[config.mk]
export PLATFORM = sky130hd
export DESIGN_NAME = bp_update_ctrl_cp4_flat
export DESIGN_NICKNAME = d
export VERILOG_FILES = /design/src/rtl/bp_update_ctrl_cp4_pkg.sv /design/src/rtl/bp_update_ctrl_cp4_if.sv /design/src/rtl/bp_update_ctrl_cp4_upd_fifo.sv /design/src/rtl/bp_update_ctrl_cp4.sv /design/src/flat_wrapper.sv
export SDC_FILE = /design/constraint.sdc
export NUM_CORES = 1
export LEC_CHECK = 0
export BUFFER_PORTS_ARGS = -buffer_cell sky130_fd_sc_hd__buf_2
export CAP_MARGIN = 25
export CORE_MARGIN = 2
export CORE_UTILIZATION = 55
export DETAILED_ROUTE_END_ITERATION = 10
export GPL_ROUTABILITY_DRIVEN = 0
export PLACE_DENSITY = 0.79
export SKIP_CTS_REPAIR_TIMING = 1
export SLEW_MARGIN = 20
export SYNTH_ARGS = -nofsm -noshare
export SYNTH_HDL_FRONTEND = slang
export SYNTH_SLANG_ARGS = --single-unit
[constraint.sdc]
create_clock -name clk -period 2.5 [get_ports clk]
set_input_delay 0.5 -clock clk [delete_from_list [all_inputs] [get_ports clk]]
set_output_delay 0.5 -clock clk [all_outputs]
set_load 0.02 [all_outputs]
[src/rtl/bp_update_ctrl_cp4_pkg.sv]
// Shared constants and FSM encoding for the branch-predictor update controller.
package bp_update_ctrl_cp4_pkg;

    localparam int BP_AWIDTH = 30;
    localparam int BP_DWIDTH = 2;
    localparam int BP_DEPTH  = 4;

    localparam logic [BP_DWIDTH-1:0] BP_CTR_MAX     = '1;
    localparam logic [BP_DWIDTH-1:0] BP_CTR_WEAK_T  = BP_DWIDTH'(1) << (BP_DWIDTH - 1);
    localparam logic [BP_DWIDTH-1:0] BP_CTR_WEAK_NT = BP_CTR_WEAK_T - 1'b1;

    typedef enum logic [1:0] {
        ST_IDLE   = 2'd0,
        ST_LOOKUP = 2'd1,
        ST_WRITE  = 2'd2
    } bp_state_e;

endpackage

[src/rtl/bp_update_ctrl_cp4_if.sv]
// Resolved-branch handshake from execute into the update controller.
interface bp_update_ctrl_cp4_if
    import bp_update_ctrl_cp4_pkg::*;
#(
    parameter int AWIDTH = BP_AWIDTH
);
    logic              valid;
    logic              ready;
    logic [AWIDTH-1:0] pc;
    logic              taken;

    modport master (output valid, output pc, output taken, input ready);
    modport slave  (input valid, input pc, input taken, output ready);
endinterface

[src/rtl/bp_update_ctrl_cp4_upd_fifo.sv]
// Show-ahead synchronous FIFO holding {pc, taken} update entries.
module bp_update_ctrl_cp4_upd_fifo #(
    parameter int WIDTH = 31,
    parameter int DEPTH = 4
) (
    input  logic                       clk,
    input  logic                       reset,
    input  logic                       push_i,
    input  logic                       pop_i,
    input  logic [WIDTH-1:0]           din_i,
    output logic [WIDTH-1:0]           head_o,
    output logic                       full_o,
    output logic                       empty_o,
    output logic [$clog2(DEPTH+1)-1:0] count_o
);
    localparam int PW = $clog2(DEPTH);
    localparam int CW = $clog2(DEPTH + 1);

    logic [WIDTH-1:0] mem_q [DEPTH];
    logic [PW-1:0]    wr_ptr_q;
    logic [PW-1:0]    rd_ptr_q;
    logic [CW-1:0]    count_q;
    logic             do_push;
    logic             do_pop;

    assign full_o  = (count_q == CW'(DEPTH));
    assign empty_o = (count_q == '0);
    assign do_push = push_i && !full_o;
    assign do_pop  = pop_i && !empty_o;
    assign head_o  = mem_q[rd_ptr_q];
    assign count_o = count_q;

    always_ff @(posedge clk) begin
        if (do_push) begin
            mem_q[wr_ptr_q] <= din_i;
        end
    end

    // Pointers wrap naturally because DEPTH is a power of two.
    always_ff @(posedge clk) begin
        if (reset) begin
            wr_ptr_q <= '0;
            rd_ptr_q <= '0;
            count_q  <= '0;
        end else begin
            if (do_push) wr_ptr_q <= wr_ptr_q + 1'b1;
            if (do_pop)  rd_ptr_q <= rd_ptr_q + 1'b1;
            case ({do_push, do_pop})
                2'b10:   count_q <= count_q + 1'b1;
                2'b01:   count_q <= count_q - 1'b1;
                default: count_q <= count_q;
            endcase
        end
    end
endmodule

[src/rtl/bp_update_ctrl_cp4.sv]
// Queues resolved branches and read-modify-writes their saturating counters
// through cache read port 1 and the cache write port.
//   state  | meaning
//   IDLE   | no update in progress, waiting for a queued entry
//   LOOKUP | head entry looked up on ra1, new counter computed, head popped
//   WRITE  | registered write of the new counter commits at the closing edge
module bp_update_ctrl_cp4
    import bp_update_ctrl_cp4_pkg::*;
#(
    parameter int AWIDTH = BP_AWIDTH,
    parameter int DWIDTH = BP_DWIDTH,
    parameter int DEPTH  = BP_DEPTH
) (
    input  logic                       clk,
    input  logic                       reset,
    bp_update_ctrl_cp4_if.slave        upd,
    output logic [AWIDTH-1:0]          cache_ra_o,
    input  logic [DWIDTH-1:0]          cache_dout_i,
    input  logic                       cache_hit_i,
    output logic [AWIDTH-1:0]          cache_wa_o,
    output logic [DWIDTH-1:0]          cache_din_o,
    output logic                       cache_we_o,
    output logic [$clog2(DEPTH+1)-1:0] pending_o,
    output logic                       idle_o
);
    localparam int CW = $clog2(DEPTH + 1);
    localparam logic [DWIDTH:0]   CTR_MAX     = {1'b0, {DWIDTH{1'b1}}};
    localparam logic [DWIDTH-1:0] CTR_WEAK_T  = DWIDTH'(1) << (DWIDTH - 1);
    localparam logic [DWIDTH-1:0] CTR_WEAK_NT = CTR_WEAK_T - 1'b1;

    bp_state_e         state_q, state_d;
    logic [AWIDTH-1:0] wa_q, wa_d;
    logic [DWIDTH-1:0] din_q, din_d;
    logic              pop;
    logic [AWIDTH:0]   fifo_head;
    logic              fifo_full;
    logic              fifo_empty;
    logic [CW-1:0]     fifo_count;
    logic [AWIDTH-1:0] head_pc;
    logic              head_taken;
    logic [DWIDTH:0]   ctr_inc;
    logic [DWIDTH:0]   ctr_dec;
    logic [DWIDTH-1:0] new_ctr;

    bp_update_ctrl_cp4_upd_fifo #(
        .WIDTH (AWIDTH + 1),
        .DEPTH (DEPTH)
    ) u_fifo (
        .clk     (clk),
        .reset   (reset),
        .push_i  (upd.valid),
        .pop_i   (pop),
        .din_i   ({upd.pc, upd.taken}),
        .head_o  (fifo_head),
        .full_o  (fifo_full),
        .empty_o (fifo_empty),
        .count_o (fifo_count)
    );

    assign head_pc    = fifo_head[AWIDTH:1];
    assign head_taken = fifo_head[0];
    assign upd.ready  = !fifo_full;
    assign cache_ra_o = head_pc;

    // One extra bit so that saturation is a compare, never a wrap.
    assign ctr_inc = {1'b0, cache_dout_i} + 1'b1;
    assign ctr_dec = {1'b0, cache_dout_i} - 1'b1;

    always_comb begin
        new_ctr = '0;
        if (!cache_hit_i) begin
            new_ctr = head_taken ? CTR_WEAK_T : CTR_WEAK_NT;
        end else if (head_taken) begin
            new_ctr = (ctr_inc > CTR_MAX) ? CTR_MAX[DWIDTH-1:0] : ctr_inc[DWIDTH-1:0];
        end else begin
            new_ctr = ctr_dec[DWIDTH] ? '0 : ctr_dec[DWIDTH-1:0];
        end
    end

    always_comb begin
        state_d = state_q;
        wa_d    = wa_q;
        din_d   = din_q;
        pop     = 1'b0;
        case (state_q)
            ST_IDLE: begin
                if (!fifo_empty) state_d = ST_LOOKUP;
            end
            ST_LOOKUP: begin
                pop     = 1'b1;
                wa_d    = head_pc;
                din_d   = new_ctr;
                state_d = ST_WRITE;
            end
            ST_WRITE: begin
                state_d = fifo_empty ? ST_IDLE : ST_LOOKUP;
            end
            default: state_d = ST_IDLE;
        endcase
    end

    always_ff @(posedge clk) begin
        if (reset) begin
            state_q <= ST_IDLE;
            wa_q    <= '0;
            din_q   <= '0;
        end else begin
            state_q <= state_d;
            wa_q    <= wa_d;
            din_q   <= din_d;
        end
    end

    // Gate with reset so an in-flight write is dropped on the reset edge itself.
    assign cache_we_o  = (state_q == ST_WRITE) && !reset;
    assign cache_wa_o  = wa_q;
    assign cache_din_o = din_q;
    assign pending_o   = fifo_count + CW'(state_q == ST_WRITE);
    assign idle_o      = fifo_empty && (state_q == ST_IDLE);
endmodule

[src/flat_wrapper.sv]
// flat-port wrapper written by rule: the top's interface ports become plain ports
module bp_update_ctrl_cp4_flat import bp_update_ctrl_cp4_pkg::*;
#(
    parameter int AWIDTH = BP_AWIDTH,
    parameter int DWIDTH = BP_DWIDTH,
    parameter int DEPTH  = BP_DEPTH
)
  (clk, reset, cache_ra_o, cache_dout_i, cache_hit_i, cache_wa_o, cache_din_o, cache_we_o, pending_o, idle_o, upd_valid, upd_pc, upd_taken, upd_ready);
  bp_update_ctrl_cp4_if #(.AWIDTH(AWIDTH)) upd_i ();
  input  logic clk;
  input  logic reset;
  output logic [AWIDTH-1:0] cache_ra_o;
  input  logic [DWIDTH-1:0] cache_dout_i;
  input  logic cache_hit_i;
  output logic [AWIDTH-1:0] cache_wa_o;
  output logic [DWIDTH-1:0] cache_din_o;
  output logic cache_we_o;
  output logic [$clog2(DEPTH+1)-1:0] pending_o;
  output logic idle_o;
  input wire logic [$bits(upd_i.valid)-1:0] upd_valid;
  input wire logic [$bits(upd_i.pc)-1:0] upd_pc;
  input wire logic [$bits(upd_i.taken)-1:0] upd_taken;
  output wire logic [$bits(upd_i.ready)-1:0] upd_ready;
  assign upd_i.valid = upd_valid;
  assign upd_i.pc = upd_pc;
  assign upd_i.taken = upd_taken;
  assign upd_ready = upd_i.ready;
  bp_update_ctrl_cp4 #(.AWIDTH(AWIDTH), .DWIDTH(DWIDTH), .DEPTH(DEPTH)) u_core (.clk(clk), .reset(reset), .upd(upd_i), .cache_ra_o(cache_ra_o), .cache_dout_i(cache_dout_i), .cache_hit_i(cache_hit_i), .cache_wa_o(cache_wa_o), .cache_din_o(cache_din_o), .cache_we_o(cache_we_o), .pending_o(pending_o), .idle_o(idle_o));
endmodule
=== Yosys cells after proc, flatten, opt, wreduce, memory -nomap -nowiden ===
Memories as Yosys holds them, arrays and structs flattened. A register that Yosys moved wholly into a read port is not among the register bits.
Index checks and enable logic that the tools add are counted.
W data, S select, Z words.

* Add/subtract/negate cells: 7
* Magnitude comparators: 1
* Eq/ne operators: 6
* Muxes and demuxes: 14
* Reductions and logical operators: 10

{| class="wikitable"
|+ Operators by type and width
! cell !! number
|-
| $mux W2 || 8
|-
| $pmux W2 S3 || 1
|-
| $pmux W3 S2 || 1
|-
| $add A2 B1 Y2 const B || 2
|-
| $eq A2 B1 Y1 const B || 2
|-
| $eq A2 B2 Y1 const B || 2
|-
| $logic_and A1 B1 Y1 || 4
|-
| $mux W1 || 4
|-
| $add A2 B1 Y3 const B || 1
|-
| $add A3 B1 Y3 || 1
|-
| $add A3 B1 Y3 const B || 1
|-
| $eq A3 B3 Y1 const B || 1
|-
| $gt A3 B2 Y1 const B || 1
|-
| $logic_not A1 Y1 || 3
|-
| $logic_not A3 Y1 || 1
|-
| $sub A2 B1 Y3 const B || 1
|-
| $sub A3 B1 Y3 const B || 1
|-
| $logic_not A2 Y1 || 1
|-
| $ne A2 B2 Y1 const B || 1
|-
| $reduce_bool A2 Y1 || 1
|}

* Register bits: 41
* Bits in writable memories: 124
* Bits of input ports: 37
* Output and inout port bits: 68
* Word-level logic and storage cells: 45
* Memories: 1

{| class="wikitable"
|+ Memories
! memory !! depth !! bits a word !! read ports !! clocked after Yosys merged registers in !! write ports !! RTL line !! source
|-
| u_core.u_fifo.mem_q || 4 || 31 || 1 || 1 || 1 || bp_update_ctrl_cp4_upd_fifo.sv:19 || <nowiki>logic [WIDTH-1:0] mem_q [DEPTH];</nowiki>
|}

=== Depth between registers and ports, before layout ===
* Depth after elaboration: 5
* Depth in mapped cells: 9
* Gate-level depth less buffers: 9

=== Modules after synthesis ===
Synthesis repeated with hierarchy kept, for this count alone.

* Cells, all modules: 371
* Area total of the unflattened synthesis: 6374.9 um^2

{| class="wikitable"
|+ By module, submodules not included
! module !! times used !! cells an instance !! area each (um^2) !! sequential area each (um^2)
|-
| bp_update_ctrl_cp4_upd_fifo || 1 || 215 || 4956.0 || 3903.7
|-
| bp_update_ctrl_cp4 || 1 || 156 || 1418.9 || 680.7
|}

=== Worst setup path before layout ===
OpenSTA, ideal clock, no wires.

* Kind: register -> register
* From: register u_core.u_fifo.count_q[2] (netlist: u_core.u_fifo.count_o[2])
* To: register u_core.u_fifo.count_q[2] (netlist: u_core.u_fifo.count_o[2])
* Library setup time: 0.070 ns
* Arrival time: 2.191 ns
* Required time: 2.430 ns
* Slack: 0.239 ns
* Cell stages (with the launch flop): 10
* Clock period less this slack: 2.261 ns
* Cells stage by stage: dfxtp_1 or3b_4 and2_4 inv_2 ha_1 inv_1 fa_1 xor2_1 or3_1 a21oi_1

* Longest elaborated chain between the ends: 5
* Elaborated cells between the ends (all ways): 12
* Classes of those cells: 2 x add/sub; 3 x eq/ne; 1 x mux; 6 x reduce/logical

{| class="wikitable"
|+ RTL lines
! item !! RTL line !! source
|-
| from (decl) || bp_update_ctrl_cp4_upd_fifo.sv:22 || <nowiki>logic [CW-1:0] count_q;</nowiki>
|-
| from (signal assigned) || bp_update_ctrl_cp4_upd_fifo.sv:49 || <nowiki>2'b10: count_q <= count_q + 1'b1;</nowiki>
|-
| from (signal assigned) || bp_update_ctrl_cp4_upd_fifo.sv:50 || <nowiki>2'b01: count_q <= count_q - 1'b1;</nowiki>
|-
| from (signal assigned) || bp_update_ctrl_cp4_upd_fifo.sv:51 || <nowiki>default: count_q <= count_q;</nowiki>
|-
| $eq A3 B3 Y1 * || bp_update_ctrl_cp4_upd_fifo.sv:26 || <nowiki>assign full_o = (count_q == CW'(DEPTH));</nowiki>
|-
| $logic_not A1 Y1 * || n/a ||
|-
| via upd_ready || flat_wrapper.sv:23 || <nowiki>output wire logic [$bits(upd_i.ready)-1:0] upd_ready;</nowiki>
|-
| $logic_and A1 B1 Y1 * || bp_update_ctrl_cp4_upd_fifo.sv:28 || <nowiki>assign do_push = push_i && !full_o;</nowiki>
|-
| $eq A2 B1 Y1 or $eq A2 B2 Y1 (tied branches) || bp_update_ctrl_cp4_upd_fifo.sv:48 || <nowiki>case ({do_push, do_pop})</nowiki>
|-
| $pmux W3 S2 or $reduce_bool A2 Y1 (tied branches) || n/a ||
|}

The timed path passes the listed nets; every way through them passes the cells marked *.
A chain may end at the register's enable or synchronous reset.

==> run summary <==
Share of layout cells above drive strength 1 - 36.2%
Cells after Synth - 376
Post-synth top cells - edfxtp_1, nand2_1, dfxtp_1
Post-Syn Area - 6240 um2
Initial DRC count - 281
Antenna viol nets, final - 0
CTS tree - built
Clk slew on worst S/H paths - 0.06 ns
Crit. End Element - output pin
Multi-input logic area - 1520 um2
Mapped Avg Cell Area - 16.6 um2
Count leader, synth - edfxtp_1
Port bufs - 104
CTS max path bufs - 2
Root Buffer - clkbuf_16
Prevailing post-synth register cell - edfxtp_1
Pwr dens - 963 nW/um2
CP Max Fanout - 27
Clock sink count - 167
# IOs - 105
Final cell count without fillers - 646
Max VDD drop - 0.977 mV
Async S/R FF share, synth - 0%
Hold WS - 0.294 ns
Fin. Hold Viols - 0
Gr ovfl total - 0
Synthesized Nets - 421
Fmax - 432 MHz
Met3 wire length - 714 um
DP Cell Count - 613
Die area - 12200 um2
Pre-Repair DR Iteration Count - 5
Starting Density - 57.1%
Drc violations - 0
Die X - 111 um
Slew headroom - 39.6%
Area share of the largest cell type after synthesis - 59.7%
Rows - 38
Pins Over Slew Limit - 0
Seq cells post-synth - 167
Setup Skew - 0.0119 ns
CP Class - reg2out
Die Ht - 111 um
Global-route wire length before repair - 19.0 mm
Post-synth EDFFs - 124
Synth area leader - edfxtp_1
Diode count - 0
Final Routed Wirelength - 11.9 mm
Status - completed
Sequential-to-total area share from yosys stat - 73.4%
Pin count of the biggest net entering global routing - 45
Antenna violations before repair - 2
Max Used Layer - met5
Arrival @ worst endpoint - 1.82 ns
Vias - 3538
Crit path required time - 2.00 ns
Actual slew at the worst max-slew pin - 0.905 ns
Flop-to-flop setup slack - 0.22 ns
Vias per cell - 5.48
Fin util - 69.4%
Final worst-path cycle share - 92.7%
Area contributors post-synth - edfxtp_1, dfxtp_1, mux4_2, nand2_1, a21oi_1
Met1 Wirelength - 4.98 mm
LEAKAGE - 2.79 nW
Setup violations, final - 0
Reg area - 4590 um2
Yosys cell types - 36
Fillers - 726
Synth Warn # - 0
Crit path time final - 2.32 ns
Layout Nets - 540
Clock Latency Late Sink - 0.42 ns
Global-route usage over all layers - 20.6%
Unrepaired setup endpoints after global routing - false
Max-cap violations - 0
Dpl hpwl - 7.64 mm
H-tree depth - 4
Number of global-route vias before repair - 3570
Area grow syn2layout - 21.6%
Core area - 10900 um2
Hold Path Class - in2reg
Routed wire per std cell - 18.4 um
CTS buffer count - 17
Met2 WL - 6.01 mm
Startpoint Class - flop
[registers in the layout, indices dropped and copies added, names as in the netlist, named ones only]
signal	cells
u_core.u_fifo.mem_q	124
u_core.cache_wa_o	30
u_core.u_fifo.count_o	3
u_core.cache_din_o	2
u_core.state_q	2
u_core.u_fifo.rd_ptr_q	2
u_core.u_fifo.wr_ptr_q	2
[power breakdown]
part,switching [W],internal (W)
combinational,0.000909,0.000556
clock,0.000946,0.00153
sequential,0.000109,0.00325
total,0.00196,0.00534
[path summary, 6_finish.rpt]
kind                       startpoint                          to  cells past startpoint
min reg2reg     u_core.cache_wa_o[22]       u_core.cache_wa_o[22]                      2
min                        upd_pc[15]  u_core.u_fifo.mem_q[1][16]                      1
max reg2reg  u_core.u_fifo.count_o[1]    u_core.u_fifo.count_o[2]                      9
max                              flop              cache_ra_o[11]                      3
[kinds of logic after synthesis]
kind of cell	after synthesis	share of synthesized area, %
DFF	167	73.4
and+or+nand+nor	93	6.49
AOI/OAI and AO/OA	42	3.65
muxes	33	11.6
buffers and inverters	27	2.26
adders and majority gates	8	1.72
xor gates and xnor gates	6	0.842
[per-stage QoR]
stage          worst slack, ns  cell area, um2  power (W)  setup TNS [ns]
3_5_place_dp             0.219            7000    0.00488               0
3_3_place_gp             0.295            7000    0.00483               0
2_1_floorplan            0.239            6240    0.00437               0
6_report                 0.183            7590    0.00730               0
5_1_grt                 0.0797            7590    0.00760               0
4_1_cts                 -0.165            7560    0.00735           -1.62
[routing by layer]
metal | GRT usage [%] | up-vias
met5 | 0 | -
met4 | 7.17 | 4
met3 | 7.08 | 15
met2 | 32.8 | 112
met1 | 26.7 | 1757
li1 | - | 1650
[cells in the final DEF (no fill, tap or decap), drive strengths merged, types with 7 or more instances in the layout]
| cell type | instances |
|---|---|
| nor2 | 9 |
| clkbuf | 25 |
| dfxtp | 43 |
| buf | 120 |
| edfxtp | 124 |
| a21oi | 36 |
| mux4 | 31 |
| nand2 | 65 |
| inv | 7 |
| ha | 7 |
[critical path, cell delays in order (launching register included)]
cell	delay, ns
dfxtp_1	0.57
buf_12	0.26
mux4_2	0.38
buf_2	0.19
[layout make-up]
type                       instances  area share (%)
tap                              140            2.31
timing repair buffer             120            9.48
multi-input combinational        182            20.0
clock buffer                      25            6.40
inverter                           7           0.346
sequential                       167            60.5
clock inverter                     5           0.989
Power figures use the tool's default switching activity.
